$ cat src/rtl/pe_mac_param.sv
// Signed multiply-accumulate PE with shift-in filter/ifmap scratchpads and a valid/ready result port.
// Define PE_MAC_SATURATE_EN to clamp products and sums instead of wrapping.
module pe_mac_param #(
    parameter int DATA_W     = 8,
    parameter int PSUM_W     = 10,
    parameter int TAPS       = 3,
    parameter int FRAC_SHIFT = 6
) (
    input  logic                     clk_i,
    input  logic                     rstn_i,
    input  logic signed [DATA_W-1:0] filter_i,
    input  logic                     filter_load_i,
    input  logic signed [DATA_W-1:0] ifmap_i,
    input  logic                     ifmap_load_i,
    input  logic                     start_i,
    input  logic signed [PSUM_W-1:0] psum_i,
    output logic signed [PSUM_W-1:0] psum_o,
    output logic                     psum_valid_o,
    input  logic                     psum_ready_i,
    output logic                     busy_o
);

    // state | meaning
    // IDLE  | waiting for start_i, scratchpads loadable
    // MAC   | one tap per cycle into the accumulator
    // ACC   | add upstream psum_i, register result
    // HOLD  | result presented until psum_ready_i
    localparam logic [1:0] S_IDLE = 2'd0;
    localparam logic [1:0] S_MAC  = 2'd1;
    localparam logic [1:0] S_ACC  = 2'd2;
    localparam logic [1:0] S_HOLD = 2'd3;

    localparam int CNT_W = (TAPS > 1) ? $clog2(TAPS) : 1;

`ifdef PE_MAC_SATURATE_EN
    localparam logic signed [PSUM_W-1:0] SAT_MAX = {1'b0, {(PSUM_W-1){1'b1}}};
    localparam logic signed [PSUM_W-1:0] SAT_MIN = {1'b1, {(PSUM_W-1){1'b0}}};
`endif

    logic [1:0]               state;
    logic [CNT_W-1:0]         cnt;
    logic signed [DATA_W-1:0] filt_q [TAPS];
    logic signed [DATA_W-1:0] ifm_q  [TAPS];
    logic signed [PSUM_W-1:0] acc_q;
    logic signed [2*DATA_W-1:0] prod;
    logic signed [PSUM_W-1:0] acc_next;
    logic signed [PSUM_W-1:0] out_sum;
    logic                     load_ok;

    function automatic logic signed [PSUM_W-1:0] reduce_prod(input logic signed [2*DATA_W-1:0] p);
`ifdef PE_MAC_SATURATE_EN
        logic signed [2*DATA_W-1:0] sh;
        sh = p >>> FRAC_SHIFT;
        if (sh > SAT_MAX)
            return SAT_MAX;
        else if (sh < SAT_MIN)
            return SAT_MIN;
        else
            return PSUM_W'(sh);
`else
        return PSUM_W'(p >>> FRAC_SHIFT);
`endif
    endfunction

    function automatic logic signed [PSUM_W-1:0] add_psum(input logic signed [PSUM_W-1:0] a,
                                                          input logic signed [PSUM_W-1:0] b);
`ifdef PE_MAC_SATURATE_EN
        logic signed [PSUM_W:0] s;
        s = a + b;
        if (s > SAT_MAX)
            return SAT_MAX;
        else if (s < SAT_MIN)
            return SAT_MIN;
        else
            return s[PSUM_W-1:0];
`else
        return a + b;
`endif
    endfunction

    assign load_ok  = (state == S_IDLE) || (state == S_HOLD);
    assign busy_o   = (state != S_IDLE);
    assign prod     = filt_q[cnt] * ifm_q[cnt];
    assign acc_next = add_psum(acc_q, reduce_prod(prod));
    assign out_sum  = add_psum(acc_q, psum_i);

    always_ff @(posedge clk_i or negedge rstn_i) begin
        if (!rstn_i) begin
            state        <= S_IDLE;
            cnt          <= '0;
            acc_q        <= '0;
            psum_o       <= '0;
            psum_valid_o <= 1'b0;
            for (int i = 0; i < TAPS; i++) begin
                filt_q[i] <= '0;
                ifm_q[i]  <= '0;
            end
        end else begin
            // Oldest sample drifts toward entry 0.
            if (load_ok && filter_load_i) begin
                for (int i = 0; i < TAPS-1; i++)
                    filt_q[i] <= filt_q[i+1];
                filt_q[TAPS-1] <= filter_i;
            end
            if (load_ok && ifmap_load_i) begin
                for (int i = 0; i < TAPS-1; i++)
                    ifm_q[i] <= ifm_q[i+1];
                ifm_q[TAPS-1] <= ifmap_i;
            end

            case (state)
                S_IDLE: begin
                    if (start_i) begin
                        state <= S_MAC;
                        cnt   <= '0;
                        acc_q <= '0;
                    end
                end
                S_MAC: begin
                    acc_q <= acc_next;
                    if (cnt == CNT_W'(TAPS-1))
                        state <= S_ACC;
                    else
                        cnt <= cnt + CNT_W'(1);
                end
                S_ACC: begin
                    psum_o       <= out_sum;
                    psum_valid_o <= 1'b1;
                    state        <= S_HOLD;
                end
                S_HOLD: begin
                    if (psum_ready_i) begin
                        psum_valid_o <= 1'b0;
                        if (start_i) begin
                            state <= S_MAC;
                            cnt   <= '0;
                            acc_q <= '0;
                        end else begin
                            state <= S_IDLE;
                        end
                    end
                end
                default: state <= S_IDLE;
            endcase
        end
    end

endmodule

$ cat config.mk
export PLATFORM = sky130hd
export DESIGN_NAME = pe_mac_param
export DESIGN_NICKNAME = d
export VERILOG_FILES = /design/src/rtl/pe_mac_param.sv
export SDC_FILE = /design/constraint.sdc
export NUM_CORES = 1
export LEC_CHECK = 0
export CAP_MARGIN = 20
export CORE_UTILIZATION = 45
export CTS_CLUSTER_DIAMETER = 40
export CTS_CLUSTER_SIZE = 24
export DETAILED_ROUTE_END_ITERATION = 10
export GPL_TIMING_DRIVEN = 0
export PLACE_DENSITY = 0.61
export SYNTH_ARGS = -nofsm -noshare
export SYNTH_HDL_FRONTEND = slang
export SYNTH_SLANG_ARGS = --single-unit
$ cat constraint.sdc
create_clock -name clk_i -period 11.08 [get_ports clk_i]
set_input_delay 2.216 -clock clk_i [delete_from_list [all_inputs] [get_ports clk_i]]
set_output_delay 2.216 -clock clk_i [all_outputs]
set_load 0.01 [all_outputs]
==> flow_summary.yaml <==
cts:
  path_clk_slew_ns: 0.06
  post_cts_resized: 0
  cts_made_buffers: 9
  clk_latency_ns: 0.34
  cts-root-buf: "clkbuf_16"
  post-cts-setup-buffers: 0
  cts_hold_buf: 0
  clk_path_buf_depth: 2
  htree_levels: 3
  cts_tree: "yes"
  cts_sinks: 73
status:
  outcome: "finished, final reports clean"
worst_hold_path:
  hold_depth: 1
  min_from: "psum_o[4]"
  hold_class: "reg -> reg"
  hold_path_end: "psum_o[4]"
route:
  avgViaCountPerCell: 5.15
  vias: 4379
  drc_errors: 0
  postRouteWirelength_mm: 12.1
  postRouteAntennaNets: 0
  routedWlPerCell_um: 14.2
  dr.pass1.iters: 4
  drt_iter0_drc: 172
setup_path:
  startpoint: "cnt[1]"
  worstPathRequired_ns: 11.35
  worstRegToRegCells: 29
  cp_max_fo: 10
  crit_buf_inv: 6
  critPathCaptureType: "flop"
  r2r_end: "acc_q[9]"
  r2r-start: "cnt[1]"
  start_kind: "flop"
  crit_family: "adder cells"
  cpMaxStageDelayCell: "a21oi_1"
  cp_data_arrival_time_ns: 7.15
  cpPeakStageDelay_ns: 0.57
  crit_type: "reg -> reg"
  r2r_setup_slack_ns: 4.20
synth:
  ys.flop_type: "dfrtp_1"
  netlist_area_um2: 6200
  synth_edf_count: 0
  synth_fp_nets: 753
  ys_seq_area_frac: 0.295
  ys_async_sr_fraction: 1.00
  post_synth_num_cell_types: 52
  avgSynthCellArea_um2: 10.1
  yosys_warnings: 0
  synth_cells: 615
  synth_seq_cells: 73
finish:
  layout_commonest_cell: "inv_1"
  layout-drive-gt1-share: 0.123
  nNetsFinal: 808
  finalCoreUtilization: 0.539
  antenna_cells: 0
  area_growth_pct: 15.9
  layout_common_cells: "95 x inv_1, 74 x nor2_1, 73 x dfrtp_1, 55 x fa_1, 53 x mux2_2"
floorplan:
  die_x_um: 119
  ios: 44
  dieArea_um2: 14300
  fp.dieH_um: 119
  rows: 42
  initial_core_util: 0.464
  fp.coreArea_um2: 13300
timing:
  relSlewSlack: 0.385
  setup_viol: 0
  finalHoldViolations: 0
  max_freq_ghz: 0.145
  fin_setup_tns_ns: 0
  fin_crit_sh: 0.621
  worst_slew_pin_slew_ns: 0.922
  final.min_clock_period_ns: 6.88
  rsz0062_at_grt: "no"
  finalMaxSlewViolations: 0
  skew_ns: 0.00779
placed_design:
  hpwl_mm: 9.86
  routabilityCongestion: 0.819
  portBuffers: 43
grt:
  antenna_found_initial: 0
  overflow: 0
  grt_usage: 0.185
  grt_max_degree: 51
  grt_pass1_wl_mm: 21.0
  grt_pass1_vias: 4492
run:
  cap_violations: 0
through the flow:
step | setup slack, ns | hold slack (ns) | std cells | cell area, um2
CTS | 4.18 | 0.480 | 851 | 7190
detailed placement | 4.22 | 0.467 | 835 | 6880
finish | 4.20 | 0.476 | 851 | 7190
global route | 3.73 | 0.519 | 851 | 7190
floorplan | 4.98 | 0.471 | 615 | 6200
global placement | 4.24 | 0.464 | 834 | 6850
Yosys cell counts (all sizes together), types with 3 or more instances:
master / instances / share of area
a21boi: 5 / 0.0061
a21o: 8 / 0.0097
a21oi: 28 / 0.023
a31oi: 5 / 0.0050
and2: 6 / 0.0065
buf: 4 / 0.0032
clkbuf: 11 / 0.0067
dfrtp: 73 / 0.29
fa: 55 / 0.18
ha: 51 / 0.10
inv: 97 / 0.059
mux2: 53 / 0.096
mux2i: 18 / 0.029
nand2: 23 / 0.014
nand3: 3 / 0.0024
nor2: 74 / 0.045
nor2b: 5 / 0.0050
nor3: 5 / 0.0040
nor3b: 3 / 0.0036
nor4: 4 / 0.0065
o21ai: 21 / 0.017
or2: 15 / 0.015
xnor2: 21 / 0.030
worst max-delay path by stage:
stage / end / slack, ns / depth (start not counted)
2_1_floorplan: acc_q[9] / 4.98 / 28
3_5_place_dp: acc_q[9] / 4.22 / 29
3_3_place_gp: acc_q[9] / 4.24 / 29
4_1_cts: acc_q[9] / 4.18 / 29
6_report: acc_q[9] / 4.20 / 29
5_1_grt: acc_q[9] / 3.73 / 29
kinds of logic (layout without fill, tap and decap cells):
group	count (synthesis)	in the layout	share of synthesized area
adder cells (fa/ha/maj)	106	106	0.281
multiplexers	71	71	0.125
AO/OA/AOI/OAI	85	85	0.0862
flip-flops	73	73	0.295
buffers and inverters	112	172	0.0686
AND/OR/NAND/NOR	144	144	0.109
XOR/XNOR	24	24	0.0361
state kept, by name, summed over array words and instances (netlist names):
signal,cells
psum_valid_o,1
psum_o,10
ifm_q,24
state,2
acc_q,10
cnt,2
filt_q,24
area by class of cell:
cell class | instances | area, um2
Clock inverter | 5 | 80.1
Tap cell | 176 | 220
Inverter | 97 | 364
Sequential cell | 73 | 1830
Clock buffer | 11 | 233
Timing Repair Buffer | 44 | 455
Buffer | 15 | 61.3
Multi-Input combinational cell | 430 | 3950
Fill cell | 1199 | 6160
routing by layer:
metal	part of all wire	track usage
met1	0.50	0.259
met2	0.47	0.289
met3	0.019	0.0335
met4	0.014	0.0648
met5	0	0
Power is not shown: default switching activity piles up to over one toggle a cycle in this logic, so the estimate is an artifact.
